**config.mk**
```make
export PLATFORM = sky130hd
export DESIGN_NAME = uf_label_sched_flat
export DESIGN_NICKNAME = d
export VERILOG_FILES = /design/src/rtl/uf_label_sched_if.sv /design/src/rtl/uf_label_sched.sv /design/src/flat_wrapper.sv
export SDC_FILE = /design/constraint.sdc
export NUM_CORES = 1
export LEC_CHECK = 0
export CORE_AREA = 3 3 181 183
export CTS_CLUSTER_SIZE = 24
export DETAILED_ROUTE_END_ITERATION = 8
export DIE_AREA = 0 0 184 186
export MAX_ROUTING_LAYER = met4
export PLACE_DENSITY = 0.74
export SLEW_MARGIN = 20
export SYNTH_ARGS = -nofsm -noshare
export SYNTH_HDL_FRONTEND = slang
export SYNTH_SLANG_ARGS = --single-unit
export TNS_END_PERCENT = 1
```
**constraint.sdc**
```tcl
create_clock -name clk -period 4 [get_ports clk]
set_input_delay 0.4 -clock clk [delete_from_list [all_inputs] [get_ports clk]]
set_output_delay 0.4 -clock clk [all_outputs]
set_load 0.005 [all_outputs]
```
**src/rtl/uf_label_sched_if.sv**
```systemverilog
// Signal bundle between the labeller/engine side (master) and the merge scheduler (slave).
// Merge channel: a pair transfers on any rising clk edge where mrg_valid && mrg_ready;
// the master holds mrg_valid/mrg_a/mrg_b stable until that edge, and mrg_ready may drop at any time.
interface uf_label_sched_if #(
  parameter int ADDR_WIDTH = 8,
  parameter int CNT_WIDTH  = 9
);
  logic                  mrg_valid;
  logic                  mrg_ready;
  logic [ADDR_WIDTH-1:0] mrg_a;
  logic [ADDR_WIDTH-1:0] mrg_b;
  logic                  frame_end;
  logic [ADDR_WIDTH:0]   label_cnt;
  logic [1:0]            uf_op;
  logic [ADDR_WIDTH-1:0] uf_node1;
  logic [ADDR_WIDTH-1:0] uf_node2;
  logic [ADDR_WIDTH-1:0] uf_result;
  logic                  uf_done;
  logic                  uf_idle;
  logic                  lut_we;
  logic [ADDR_WIDTH-1:0] lut_addr;
  logic [ADDR_WIDTH-1:0] lut_data;
  logic [CNT_WIDTH-1:0]  comp_cnt;
  logic                  resolve_done;
  logic                  busy;
  logic                  ovf;
  logic [2:0]            dbg_state;

  modport slave (
    input  mrg_valid, mrg_a, mrg_b, frame_end, label_cnt, uf_result, uf_done, uf_idle,
    output mrg_ready, uf_op, uf_node1, uf_node2, lut_we, lut_addr, lut_data,
           comp_cnt, resolve_done, busy, ovf, dbg_state
  );

  modport master (
    output mrg_valid, mrg_a, mrg_b, frame_end, label_cnt, uf_result, uf_done, uf_idle,
    input  mrg_ready, uf_op, uf_node1, uf_node2, lut_we, lut_addr, lut_data,
           comp_cnt, resolve_done, busy, ovf, dbg_state
  );
endinterface

```
**src/rtl/uf_label_sched.sv**
```systemverilog
// Merge-request scheduler: buffers label merges, feeds them to the union-find engine,
// then resolves every label to its root into the remap LUT and counts components.
module uf_label_sched #(
  parameter int ADDR_WIDTH = 8,
  parameter int FIFO_DEPTH = 16,
  parameter int CNT_WIDTH  = 9
) (
  input  logic           clk,
  input  logic           reset_n,
  uf_label_sched_if.slave bus
);
  localparam int PW = $clog2(FIFO_DEPTH);
  localparam logic [ADDR_WIDTH:0] MAX_LABELS = {1'b1, {ADDR_WIDTH{1'b0}}};
  localparam logic [1:0] OP_UNION = 2'b01;
  localparam logic [1:0] OP_FIND  = 2'b10;

  typedef enum logic [2:0] {
    S_RUN   = 3'd0,
    S_UWAIT = 3'd1,
    S_DRAIN = 3'd2,
    S_FIND  = 3'd3,
    S_FWAIT = 3'd4,
    S_FIN   = 3'd5
  } state_t;

  state_t state;
  state_t ret_state;

  logic [2*ADDR_WIDTH-1:0] mem [FIFO_DEPTH];
  logic [PW-1:0]           wr_ptr;
  logic [PW-1:0]           rd_ptr;
  logic [PW:0]             count;
  logic                    full;
  logic                    empty;
  logic                    push;
  logic                    pop;
  logic                    fe_acc;
  logic [ADDR_WIDTH-1:0]   head_a;
  logic [ADDR_WIDTH-1:0]   head_b;
  logic [ADDR_WIDTH:0]     lcnt;
  logic [ADDR_WIDTH:0]     lcnt_clamp;
  logic [ADDR_WIDTH-1:0]   idx;

  logic [1:0]              uf_op_q;
  logic [ADDR_WIDTH-1:0]   node1_q;
  logic [ADDR_WIDTH-1:0]   node2_q;
  logic                    lut_we_q;
  logic [ADDR_WIDTH-1:0]   lut_addr_q;
  logic [ADDR_WIDTH-1:0]   lut_data_q;
  logic [CNT_WIDTH-1:0]    comp_q;
  logic                    rdone_q;
  logic                    busy_q;
  logic                    ovf_q;

  assign full   = (count == (PW+1)'(FIFO_DEPTH));
  assign empty  = (count == '0);
  assign fe_acc = bus.frame_end && (state == S_RUN);

  assign bus.mrg_ready = !full && !busy_q;
  // Self-merges carry no equivalence information, so they are swallowed here.
  assign push = bus.mrg_valid && bus.mrg_ready && (bus.mrg_a != bus.mrg_b);
  // frame_end wins over an issue in S_RUN so the drain sees every queued pair.
  assign pop  = !empty && bus.uf_idle &&
                (((state == S_RUN) && !bus.frame_end) || (state == S_DRAIN));

  assign {head_a, head_b} = mem[rd_ptr];
  assign lcnt_clamp = (bus.label_cnt > MAX_LABELS) ? MAX_LABELS : bus.label_cnt;

  always_ff @(posedge clk) begin
    if (push) mem[wr_ptr] <= {bus.mrg_a, bus.mrg_b};
  end

  always_ff @(posedge clk or negedge reset_n) begin
    if (!reset_n) begin
      wr_ptr <= '0;
      rd_ptr <= '0;
      count  <= '0;
    end else begin
      if (push) wr_ptr <= wr_ptr + PW'(1);
      if (pop)  rd_ptr <= rd_ptr + PW'(1);
      case ({push, pop})
        2'b10:   count <= count + (PW+1)'(1);
        2'b01:   count <= count - (PW+1)'(1);
        default: count <= count;
      endcase
    end
  end

  // Overflow is sticky for the frame; the next accepted frame_end starts clean.
  always_ff @(posedge clk or negedge reset_n) begin
    if (!reset_n) begin
      ovf_q <= 1'b0;
    end else if (fe_acc) begin
      ovf_q <= 1'b0;
    end else if (bus.mrg_valid && full && !busy_q) begin
      ovf_q <= 1'b1;
    end
  end

  always_ff @(posedge clk or negedge reset_n) begin
    if (!reset_n) begin
      state      <= S_RUN;
      ret_state  <= S_RUN;
      lcnt       <= '0;
      idx        <= '0;
      uf_op_q    <= 2'b00;
      node1_q    <= '0;
      node2_q    <= '0;
      lut_we_q   <= 1'b0;
      lut_addr_q <= '0;
      lut_data_q <= '0;
      comp_q     <= '0;
      rdone_q    <= 1'b0;
      busy_q     <= 1'b0;
    end else begin
      uf_op_q  <= 2'b00;
      lut_we_q <= 1'b0;
      rdone_q  <= 1'b0;
      case (state)
        S_RUN: begin
          if (fe_acc) begin
            lcnt   <= lcnt_clamp;
            busy_q <= 1'b1;
            comp_q <= '0;
            state  <= S_DRAIN;
          end else if (pop) begin
            uf_op_q   <= OP_UNION;
            node1_q   <= head_a;
            node2_q   <= head_b;
            ret_state <= S_RUN;
            state     <= S_UWAIT;
          end
        end
        S_UWAIT: begin
          if (bus.uf_done) state <= ret_state;
        end
        S_DRAIN: begin
          if (pop) begin
            uf_op_q   <= OP_UNION;
            node1_q   <= head_a;
            node2_q   <= head_b;
            ret_state <= S_DRAIN;
            state     <= S_UWAIT;
          end else if (empty) begin
            idx    <= '0;
            comp_q <= '0;
            state  <= (lcnt == '0) ? S_FIN : S_FIND;
          end
        end
        S_FIND: begin
          if (bus.uf_idle) begin
            uf_op_q <= OP_FIND;
            node1_q <= idx;
            node2_q <= '0;
            state   <= S_FWAIT;
          end
        end
        S_FWAIT: begin
          if (bus.uf_done) begin
            lut_we_q   <= 1'b1;
            lut_addr_q <= idx;
            lut_data_q <= bus.uf_result;
            if (bus.uf_result == idx) comp_q <= comp_q + CNT_WIDTH'(1);
            // Stop on the last label rather than after it so idx never wraps.
            if ({1'b0, idx} == lcnt - (ADDR_WIDTH+1)'(1)) begin
              state <= S_FIN;
            end else begin
              idx   <= idx + ADDR_WIDTH'(1);
              state <= S_FIND;
            end
          end
        end
        S_FIN: begin
          rdone_q <= 1'b1;
          busy_q  <= 1'b0;
          state   <= S_RUN;
        end
        default: state <= S_RUN;
      endcase
    end
  end

  assign bus.uf_op        = uf_op_q;
  assign bus.uf_node1     = node1_q;
  assign bus.uf_node2     = node2_q;
  assign bus.lut_we       = lut_we_q;
  assign bus.lut_addr     = lut_addr_q;
  assign bus.lut_data     = lut_data_q;
  assign bus.comp_cnt     = comp_q;
  assign bus.resolve_done = rdone_q;
  assign bus.busy         = busy_q;
  assign bus.ovf          = ovf_q;
  assign bus.dbg_state    = state;
endmodule

```
**src/flat_wrapper.sv**
```systemverilog
// flat-port wrapper written by rule: the top's interface ports become plain ports
module uf_label_sched_flat 
#(
  parameter int ADDR_WIDTH = 8,
  parameter int FIFO_DEPTH = 16,
  parameter int CNT_WIDTH  = 9
)
  (clk, reset_n, bus_mrg_valid, bus_mrg_a, bus_mrg_b, bus_frame_end, bus_label_cnt, bus_uf_result, bus_uf_done, bus_uf_idle, bus_mrg_ready, bus_uf_op, bus_uf_node1, bus_uf_node2, bus_lut_we, bus_lut_addr, bus_lut_data, bus_comp_cnt, bus_resolve_done, bus_busy, bus_ovf, bus_dbg_state);
  uf_label_sched_if #(.ADDR_WIDTH(ADDR_WIDTH), .CNT_WIDTH(CNT_WIDTH)) bus_i ();
  input  logic clk;
  input  logic reset_n;
  input wire logic [$bits(bus_i.mrg_valid)-1:0] bus_mrg_valid;
  input wire logic [$bits(bus_i.mrg_a)-1:0] bus_mrg_a;
  input wire logic [$bits(bus_i.mrg_b)-1:0] bus_mrg_b;
  input wire logic [$bits(bus_i.frame_end)-1:0] bus_frame_end;
  input wire logic [$bits(bus_i.label_cnt)-1:0] bus_label_cnt;
  input wire logic [$bits(bus_i.uf_result)-1:0] bus_uf_result;
  input wire logic [$bits(bus_i.uf_done)-1:0] bus_uf_done;
  input wire logic [$bits(bus_i.uf_idle)-1:0] bus_uf_idle;
  output wire logic [$bits(bus_i.mrg_ready)-1:0] bus_mrg_ready;
  output wire logic [$bits(bus_i.uf_op)-1:0] bus_uf_op;
  output wire logic [$bits(bus_i.uf_node1)-1:0] bus_uf_node1;
  output wire logic [$bits(bus_i.uf_node2)-1:0] bus_uf_node2;
  output wire logic [$bits(bus_i.lut_we)-1:0] bus_lut_we;
  output wire logic [$bits(bus_i.lut_addr)-1:0] bus_lut_addr;
  output wire logic [$bits(bus_i.lut_data)-1:0] bus_lut_data;
  output wire logic [$bits(bus_i.comp_cnt)-1:0] bus_comp_cnt;
  output wire logic [$bits(bus_i.resolve_done)-1:0] bus_resolve_done;
  output wire logic [$bits(bus_i.busy)-1:0] bus_busy;
  output wire logic [$bits(bus_i.ovf)-1:0] bus_ovf;
  output wire logic [$bits(bus_i.dbg_state)-1:0] bus_dbg_state;
  assign bus_i.mrg_valid = bus_mrg_valid;
  assign bus_i.mrg_a = bus_mrg_a;
  assign bus_i.mrg_b = bus_mrg_b;
  assign bus_i.frame_end = bus_frame_end;
  assign bus_i.label_cnt = bus_label_cnt;
  assign bus_i.uf_result = bus_uf_result;
  assign bus_i.uf_done = bus_uf_done;
  assign bus_i.uf_idle = bus_uf_idle;
  assign bus_mrg_ready = bus_i.mrg_ready;
  assign bus_uf_op = bus_i.uf_op;
  assign bus_uf_node1 = bus_i.uf_node1;
  assign bus_uf_node2 = bus_i.uf_node2;
  assign bus_lut_we = bus_i.lut_we;
  assign bus_lut_addr = bus_i.lut_addr;
  assign bus_lut_data = bus_i.lut_data;
  assign bus_comp_cnt = bus_i.comp_cnt;
  assign bus_resolve_done = bus_i.resolve_done;
  assign bus_busy = bus_i.busy;
  assign bus_ovf = bus_i.ovf;
  assign bus_dbg_state = bus_i.dbg_state;
  uf_label_sched #(.ADDR_WIDTH(ADDR_WIDTH), .FIFO_DEPTH(FIFO_DEPTH), .CNT_WIDTH(CNT_WIDTH)) u_core (.clk(clk), .reset_n(reset_n), .bus(bus_i));
endmodule
```
==> results of run 1 <==
==> cell usage after synthesis (all sizes together), types with 14 or more instances <==
cell	count	area, µm²
edfxtp	256	7690
dfrtp	81	2030
mux4	56	1260
nand2	55	206
o21ai	54	274
nor2	35	134
mux2i	30	300
mux2	26	293
xnor2	26	228
clkbuf	22	83.8
a21oi	21	105
buf	21	134
inv	20	75.1
nand3	18	103
xor2	15	131
nand2b	14	87.6
==> per-stage QoR <==
step / power [mW] / util [%]
2_1_floorplan: 6.79 / -
3_3_place_gp: 7.97 / 50.0
3_5_place_dp: 8.06 / 50.0
4_1_cts: 11.1 / 53.5
5_1_grt: 11.6 / 53.5
6_report: 11.1 / 53.5
==> power groups by stage <==
stage	clock network [mW]	logic, mW	registers (mW)
6_report	3.08	3.29	4.71
2_1_floorplan	0	2.37	4.41
5_1_grt	3.28	3.59	4.77
3_5_place_dp	0	3.29	4.77
3_3_place_gp	0	3.21	4.76
4_1_cts	3.14	3.30	4.70
==> worst paths after layout <==
path | cells after the start | from | to
worst max-delay path | 13 | u_core.bus.dbg_state[0]$_DFFE_PN0P_ | u_core.count[4]$_DFFE_PN0P_
worst min-delay path | 1 | reset_n | u_core.bus.uf_node2[6]$_DFFE_PN0P_
worst max register to register | 13 | u_core.bus.dbg_state[0]$_DFFE_PN0P_ | u_core.count[4]$_DFFE_PN0P_
worst min register to register | 2 | u_core.bus.uf_node1[3]$_DFFE_PN0P_ | u_core.bus.uf_node1[3]$_DFFE_PN0P_
max in group asynchronous | 2 | reset_n | u_core.rd_ptr[0]$_DFFE_PN0P_
min in group clk | 2 | u_core.bus.uf_node1[3]$_DFFE_PN0P_ | u_core.bus.uf_node1[3]$_DFFE_PN0P_
==> critical path: cells and delay by family (launching register included) <==
kind / cells / cell delay [ns]
xor gates and xnor gates: 2 / 0.25
DFF: 1 / 0.53
and+or+nand+nor: 4 / 0.90
AOI/OAI and AO/OA: 2 / 0.17
adders and majority gates: 2 / 0.70
buffers and inverters: 3 / 0.28
==> registers in the layout, summed over array words and instances (netlist names), 2 cells and up <==
| signal | count |
|---|---|
| u_core.bus.uf_op | 2 |
| u_core.bus.uf_node2 | 8 |
| u_core.rd_ptr | 4 |
| u_core.lcnt | 9 |
| u_core.bus.dbg_state | 3 |
| u_core.bus.comp_cnt | 9 |
| u_core.bus.lut_addr | 8 |
| u_core.bus.uf_node1 | 8 |
| u_core.wr_ptr | 4 |
| u_core.idx | 8 |
| u_core.count | 5 |
| u_core.bus.lut_data | 8 |
| u_core.mem | 256 |
==> metal layers <==
layer	wire length [µm]	up-vias	track usage [%]
met5	0	-	-
met4	776	0	5.53
met3	2240	55	3.56
met2	15000	311	29.8
met1	13900	4046	26.4
li1	-	3578	-
==> kinds of logic after synthesis <==
logic type / count (synthesis)
compound gates: 116
xor+xnor: 41
fa+ha+maj: 13
buf+inv: 63
flops: 337
mux: 112
simple gates: 171
==> final cells by class <==
type,count,area [µm²]
Timing Repair Buffer,146,1340
Sequential cell,337,9720
Inverter,20,75.1
Fill cell,2474,14600
Antenna cell,2,5.00
Tap cell,402,503
Multi-Input combinational cell,453,4060
Clock inverter,20,184
Clock buffer,44,910
==> summary.md, run 1 <==
| Metric | Value |
|---|---|
| Overall routing resource usage | `19.3%` |
| Clock Sink Count | `337` |
| Relative slew margins | `a little under a third` |
| Area grow syn2layout | `19.9%` |
| Hold WC Path Type | `in2async` |
| Detail Route Antenna Nets | `0` |
| Syn_nets | `905` |
| Cells after Synth | `853` |
| Flop2flop setup slack | `1.03 ns` |
| First-pass GRT wire length | `around 48 mm` |
| CTS resizes | `0` |
| Arr. time, crit path | `~3.4 ns` |
| Drt drc | `0` |
| Main combinational cell family by area after synthesis | `multiplexers` |
| Switching power total | `3.49 mW` |
| Number of global-route vias before repair | `about 7.8k` |
| Fin crit period | `2.97 ns` |
| Clk_lat worst skew | `0.52 ns` |
| Max Buffers Root-to-Sink | `3` |
| CP Class | `reg2reg` |
| Post-synth ARST share | `24.0%` |
| Combinational share of power | `29.7%` |
| Chip Width | `about 180 µm` |
| H-tree Lvls | `2` |
| Max cap viols | `0` |
| Worst vdd ir | `0.320 mV` |
| Setup tns final | `0 ns` |
| Commonest register cell after synthesis | `edfxtp_1` |
| Most common cell after layout, fill and taps aside | `edfxtp_1` |
| Die H | `186 µm` |
| Unrepaired setup endpoints after global routing | `no` |
| Slowest cell on crit path | `dfrtp_1` |
| Sw frac | `31.5%` |
| Syn avg cell area | `16.4 µm²` |
| Final Routed Wirelength | `31.9 mm` |
| Congestion Overflow GR | `0` |
| FF+latch count, synth | `337` |
| Failing checks | `negative hold slack` |
| Setup crit end kind | `register` |
| Internal Power | `7.59 mW` |
| GPL Wtd Cong | `between 0.8 and 0.9` |
| Crit-path most repeated cell | `inv_1` |
| Simple-Gate Fraction of Synth Area | `6.24%` |
| Drt first-iter violations | `780` |
| Setup Fix Bufs, Post-CTS | `0` |
| Seq/Total Area, Yosys | `between 60% and 70%` |
| Final setup vio count | `0` |
| Compound-Gate Fraction of Synth Area | `5.30%` |
| Root Driver | `clkbuf_16` |
| Leak | `5.99 nW` |
| Placed insts | `roughly 1.4k` |
| Worst Path Max Fanout | `11` |
| Cts hold-fix bufs | `0` |
| Drt pass-1 iters | `5` |
| Distinct cells, synth | `51` |
| CTS tree | `built` |
| Most frequent cells in the layout | `edfxtp_1, clkdlybuf4s50_1, dfrtp_1, mux4_2, buf_4` |
| Vias per cell | `5.61` |
| Worst-margin pin slew | `roughly 1.0 ns` |
| Mux cell area share after synthesis | `13.2%` |
| Final Hold Fails | `27` |
| Yosys warnings | `0` |
| CP cell instances | `nor2_1 -> nand2b_1 -> or2_2 -> inv_1 -> ha_1 -> inv_1 -> fa_1 -> inv_1 -> a21o_1 -> a21oi_1 -> xnor2_1 -> nor2_1 -> xnor2_1` |
| Placement Setup Slack | `0.573 ns` |
| Num CTS Buffers | `35` |
| Worst EP required | `4.40 ns` |
| Pin count of the biggest net entering global routing | `between 60 and 70` |
| Final Non-Filler Cells | `1424` |
| Average wire per standard cell | `22.4 µm` |
| Max incr delay on CP | `0.53 ns` |
| Post-synth EDFFs | `~260` |
| Detailed Place HPWL | `20.9 mm` |
| Pwr per Cell Area | `659 mW/mm²` |
| Post-synthesis xor/xnor area fraction | `2.56%` |
| F_max | `337 MHz` |
| Number of port buffers | `89` |
| Outcome | `complete, but fails checks` |
| Layout net count | `1045` |
| Rows | `65` |
| Clock skew | `0.0201 ns` |
| Post-synthesis adder-cell area fraction | `1.21%` |
| WHS | `-0.0238 ns` |
| Die Area | `roughly 0.034 mm²` |
| Initial Utilization | `44.6%` |
| Final instance area | `0.0168 mm²` |
| Worst setup margin | `between 1 and 1.5 ns` |
| Clk slew on worst S/H paths | `0.06 ns` |
| Startpoint types | `register` |
| I/O Pins | `90` |
| Vias | `between 7k and 8k` |
| Placed instance area | `0.0157 mm²` |
| Core area | `0.0314 mm²` |
| Cell Area, Synth | `0.0140 mm²` |
| Antenna violations before repair | `3` |
| Final critical-path share of the clock period | `74.3%` |
| Max-slew violations | `0` |
| Register share of total power | `42.5%` |
| Layout cells sized above 1 | `around a fifth` |
| Clock power share | `approximately 28%` |
Power figures use the tool's default switching activity.
==> inputs of run 2 (changes only) <==
clock period = 2.9 ns   (was 4 ns; I/O delays follow)
==> summary.md, run 2 (synthesis results as in run 1) <==
| Metric | Value |
|---|---|
| Outcome | `finished clean` |
| Detail Route Antenna Nets | `0 (unchanged)` |
| Clock skew | `0.0216 ns (+0.00158 ns)` |
| Final critical-path share of the clock period | `95.7%` |
| Critical Path Start | `bus_mrg_b[0]` |
| Vias | `8142 (+1.9%)` |
| Pwr per Cell Area | `917 mW/mm² (+39%)` |
| R2R cell count | `13 (unchanged)` |
| Setup Fix Bufs, Post-CTS | `0 (unchanged)` |
| Unrepaired setup endpoints after global routing | `no` |
| Final Routed Wirelength | `32.3 mm (+1.2%)` |
| Storage element area | `0.00972 mm² (about the same)` |
| Drt first-iter violations | `619 (-21%)` |
| Placed instance area | `0.0160 mm² (+2.0%)` |
| Setup crit end | `u_core.count[4]$_DFFE_PN0P_` |
| Final Hold Fails | `0 (-100%)` |
| Drt pass-1 iters | `5 (unchanged)` |
| Register share of total power | `40.2% (-2.3 points)` |
| Util after Layout | `54.8% (+1.2 points)` |
| Layout cells sized above 1 | `23.3% (+2.3 points)` |
| Rows | `65 (unchanged)` |
| Worst EP required | `3.33 ns (-1.07 ns)` |
| Number of global-route vias before repair | `8323 (+7.3%)` |
| Startpoint types | `primary input` |
| Average wire per standard cell | `22.3 µm (-0.23%)` |
| Setup crit end kind | `register` |
| Final setup vio count | `0 (unchanged)` |
| Fillers | `2412 (-2.5%)` |
| Worst Path Max Fanout | `3 (-8)` |
| Relative slew margins | `39.9% (+8.8 points)` |
| First-pass GRT wire length | `49.8 mm (+4.0%)` |
| Clock Sink Count | `337 (unchanged)` |
| Area of the multi-input gates | `0.00405 mm² (-0.40%)` |
| Clk_lat worst skew | `0.52 ns (about the same)` |
| GPL Wtd Cong | `0.891 (+3.8%)` |
| Layout net count | `1069 (+2.3%)` |
| Max Buffers Root-to-Sink | `3 (unchanged)` |
| Core area | `0.0314 mm² (unchanged)` |
| Final instance area | `0.0172 mm² (+2.3%)` |
| Reg-to-Reg End | `u_core.count[4]$_DFFE_PN0P_` |
| F_max | `roughly 360 MHz` |
| Number of port buffers | `89 (unchanged)` |
| Initial Utilization | `44.6% (unchanged)` |
| Sw frac | `30.6% (-0.84 points)` |
| Vias per cell | `5.63 (+0.42%)` |
| Congestion Overflow GR | `0 (unchanged)` |
| Area grow syn2layout | `22.7%` |
| Clock power share | `28.8% (+1.0 points)` |
| Clk slew on worst S/H paths | `0.06 ns (about the same)` |
| Root Driver | `clkbuf_16` |
| Die Area | `0.0342 mm² (unchanged)` |
| Overall routing resource usage | `19.9% (+0.62 points)` |
| Worst-margin pin slew | `0.901 ns (-0.127 ns)` |
| CTS tree | `built` |
| Max-slew violations | `0 (unchanged)` |
| I/O Pins | `90 (unchanged)` |
| Drt drc | `0 (unchanged)` |
| Chip Width | `184 µm (unchanged)` |
| Leak | `6.19 nW (+3.4%)` |
| Fin crit period | `between 2 and 3 ns` |
| Detailed Place HPWL | `21.1 mm (+0.72%)` |
| Most common cell after layout, fill and taps aside | `edfxtp_1` |
| Pin count of the biggest net entering global routing | `70 (+7.7%)` |
| Reg with most FFs | `u_core.mem` |
| Antenna violations before repair | `2 (-1)` |
| Switching power total | `4.83 mW (+39%)` |
| Worst vdd ir | `0.517 mV (+62%)` |
| Internal Power | `10.9 mW (+44%)` |
| Num CTS Buffers | `34 (-2.9%)` |
| Arr. time, crit path | `3.21 ns (-0.16 ns)` |
| Die H | `186 µm (unchanged)` |
| Flop2flop setup slack | `0.20 ns (-0.83 ns)` |
| Max reg flops | `256 (unchanged)` |
| Most frequent cells in the layout | `edfxtp_1, clkdlybuf4s50_1, dfrtp_1, buf_4, mux4_2` |
| Reg-to-Reg Start | `u_core.count[2]$_DFFE_PN0P_` |
| Max cap viols | `0 (unchanged)` |
| CP Class | `in2reg` |
| WHS | `0.368 ns (+0.392 ns)` |
| H-tree Lvls | `2 (unchanged)` |
| Combinational share of power | `31.0% (+1.3 points)` |
| Hold WC Path Type | `in2reg` |
## run 2: cell count changes in the layout (fill, tap and decap cells not counted), moves of 3 or more
cell / before / now
clkinv_1: 8 / 5
bufinv_16: 2 / 5
nor2_1: 24 / 28
clkbuf_1: 9 / 3
nor2_2: 11 / 7
buf_4: 56 / 68
buf_12: 2 / 14
## run 2: area by class of cell
type                       count  share of cell area, %
clock inverter                21                   1.43
sequential                   337                   56.5
multi-input combinational    453                   23.5
tap                          402                   2.93
timing repair buffer         171                   9.78
inverter                      20                  0.437
clock buffer                  39                   5.31
antenna                        2                 0.0291
## run 2: how the worst min path moves through the flow
stage	slack [ns]	from	depth (start not counted)	end
floorplan	-0.006	reset_n	0	u_core.bus.busy$_DFFE_PN0P_
CTS	0.36	bus_label_cnt[2]	3	u_core.lcnt[2]$_DFFE_PN0P_
finish	0.37	bus_label_cnt[2]	3	u_core.lcnt[2]$_DFFE_PN0P_
global route	0.39	bus_label_cnt[3]	3	u_core.lcnt[3]$_DFFE_PN0P_
global placement	0.46	u_core.bus.uf_node1[7]$_DFFE_PN0P_	2	u_core.bus.uf_node1[7]$_DFFE_PN0P_
detailed placement	0.47	u_core.bus.uf_node1[4]$_DFFE_PN0P_	2	u_core.bus.uf_node1[4]$_DFFE_PN0P_
## run 2: repair_timing
item / CTS / global route
endpoints found under the setup margin: 0 / 1
hold buffers: 1 / 0
hold endpoints to repair: 67 / 0
gates resized for setup: 0 / 4
## run 2: through the flow
stage	power, mW	setup slack, ns	setup TNS (ns)	std cells
after floorplan	9.37	-0.0577	-1.26	853
after global placement	11.2	-0.239	-0.562	1382
after detailed placement	11.3	-0.312	-0.761	1382
after CTS	15.9	0.136	0	1443
after global routing	16.6	0.00837	0	1445
final	15.8	0.124	0	1445
## run 2: critical path: stages
cell             delay, ns
clkdlybuf4s50_1       0.54
xor2_1                0.22
nor4_1                0.51
a2111oi_4             0.15
inv_1                 0.11
ha_1                  0.20
inv_1                 0.09
fa_1                  0.45
inv_1                 0.07
a21o_1                0.12
a21oi_1               0.08
xnor2_1               0.12
nor2_1                0.12
xnor2_1               0.13
## run 2: power by group through the flow
stage                     Clock, mW  Sequential [mW]  Combinational, mW
final                          4.54             6.34               4.88
after global routing           4.82             6.42               5.34
after CTS                      4.64             6.34               4.91
after detailed placement          0             6.42               4.88
after global placement            0             6.42               4.79
after floorplan                   0             6.09               3.28
## run 2: layer usage
metal,wire length [µm],part of all wire (%),GRT usage [%],vias up
met5,0,0,-,-
met4,1070,3.3,7.65,0
met3,2340,7.2,3.54,78
met2,15400,48,31.1,326
met1,13500,42,26.3,4113
li1,-,-,-,3625
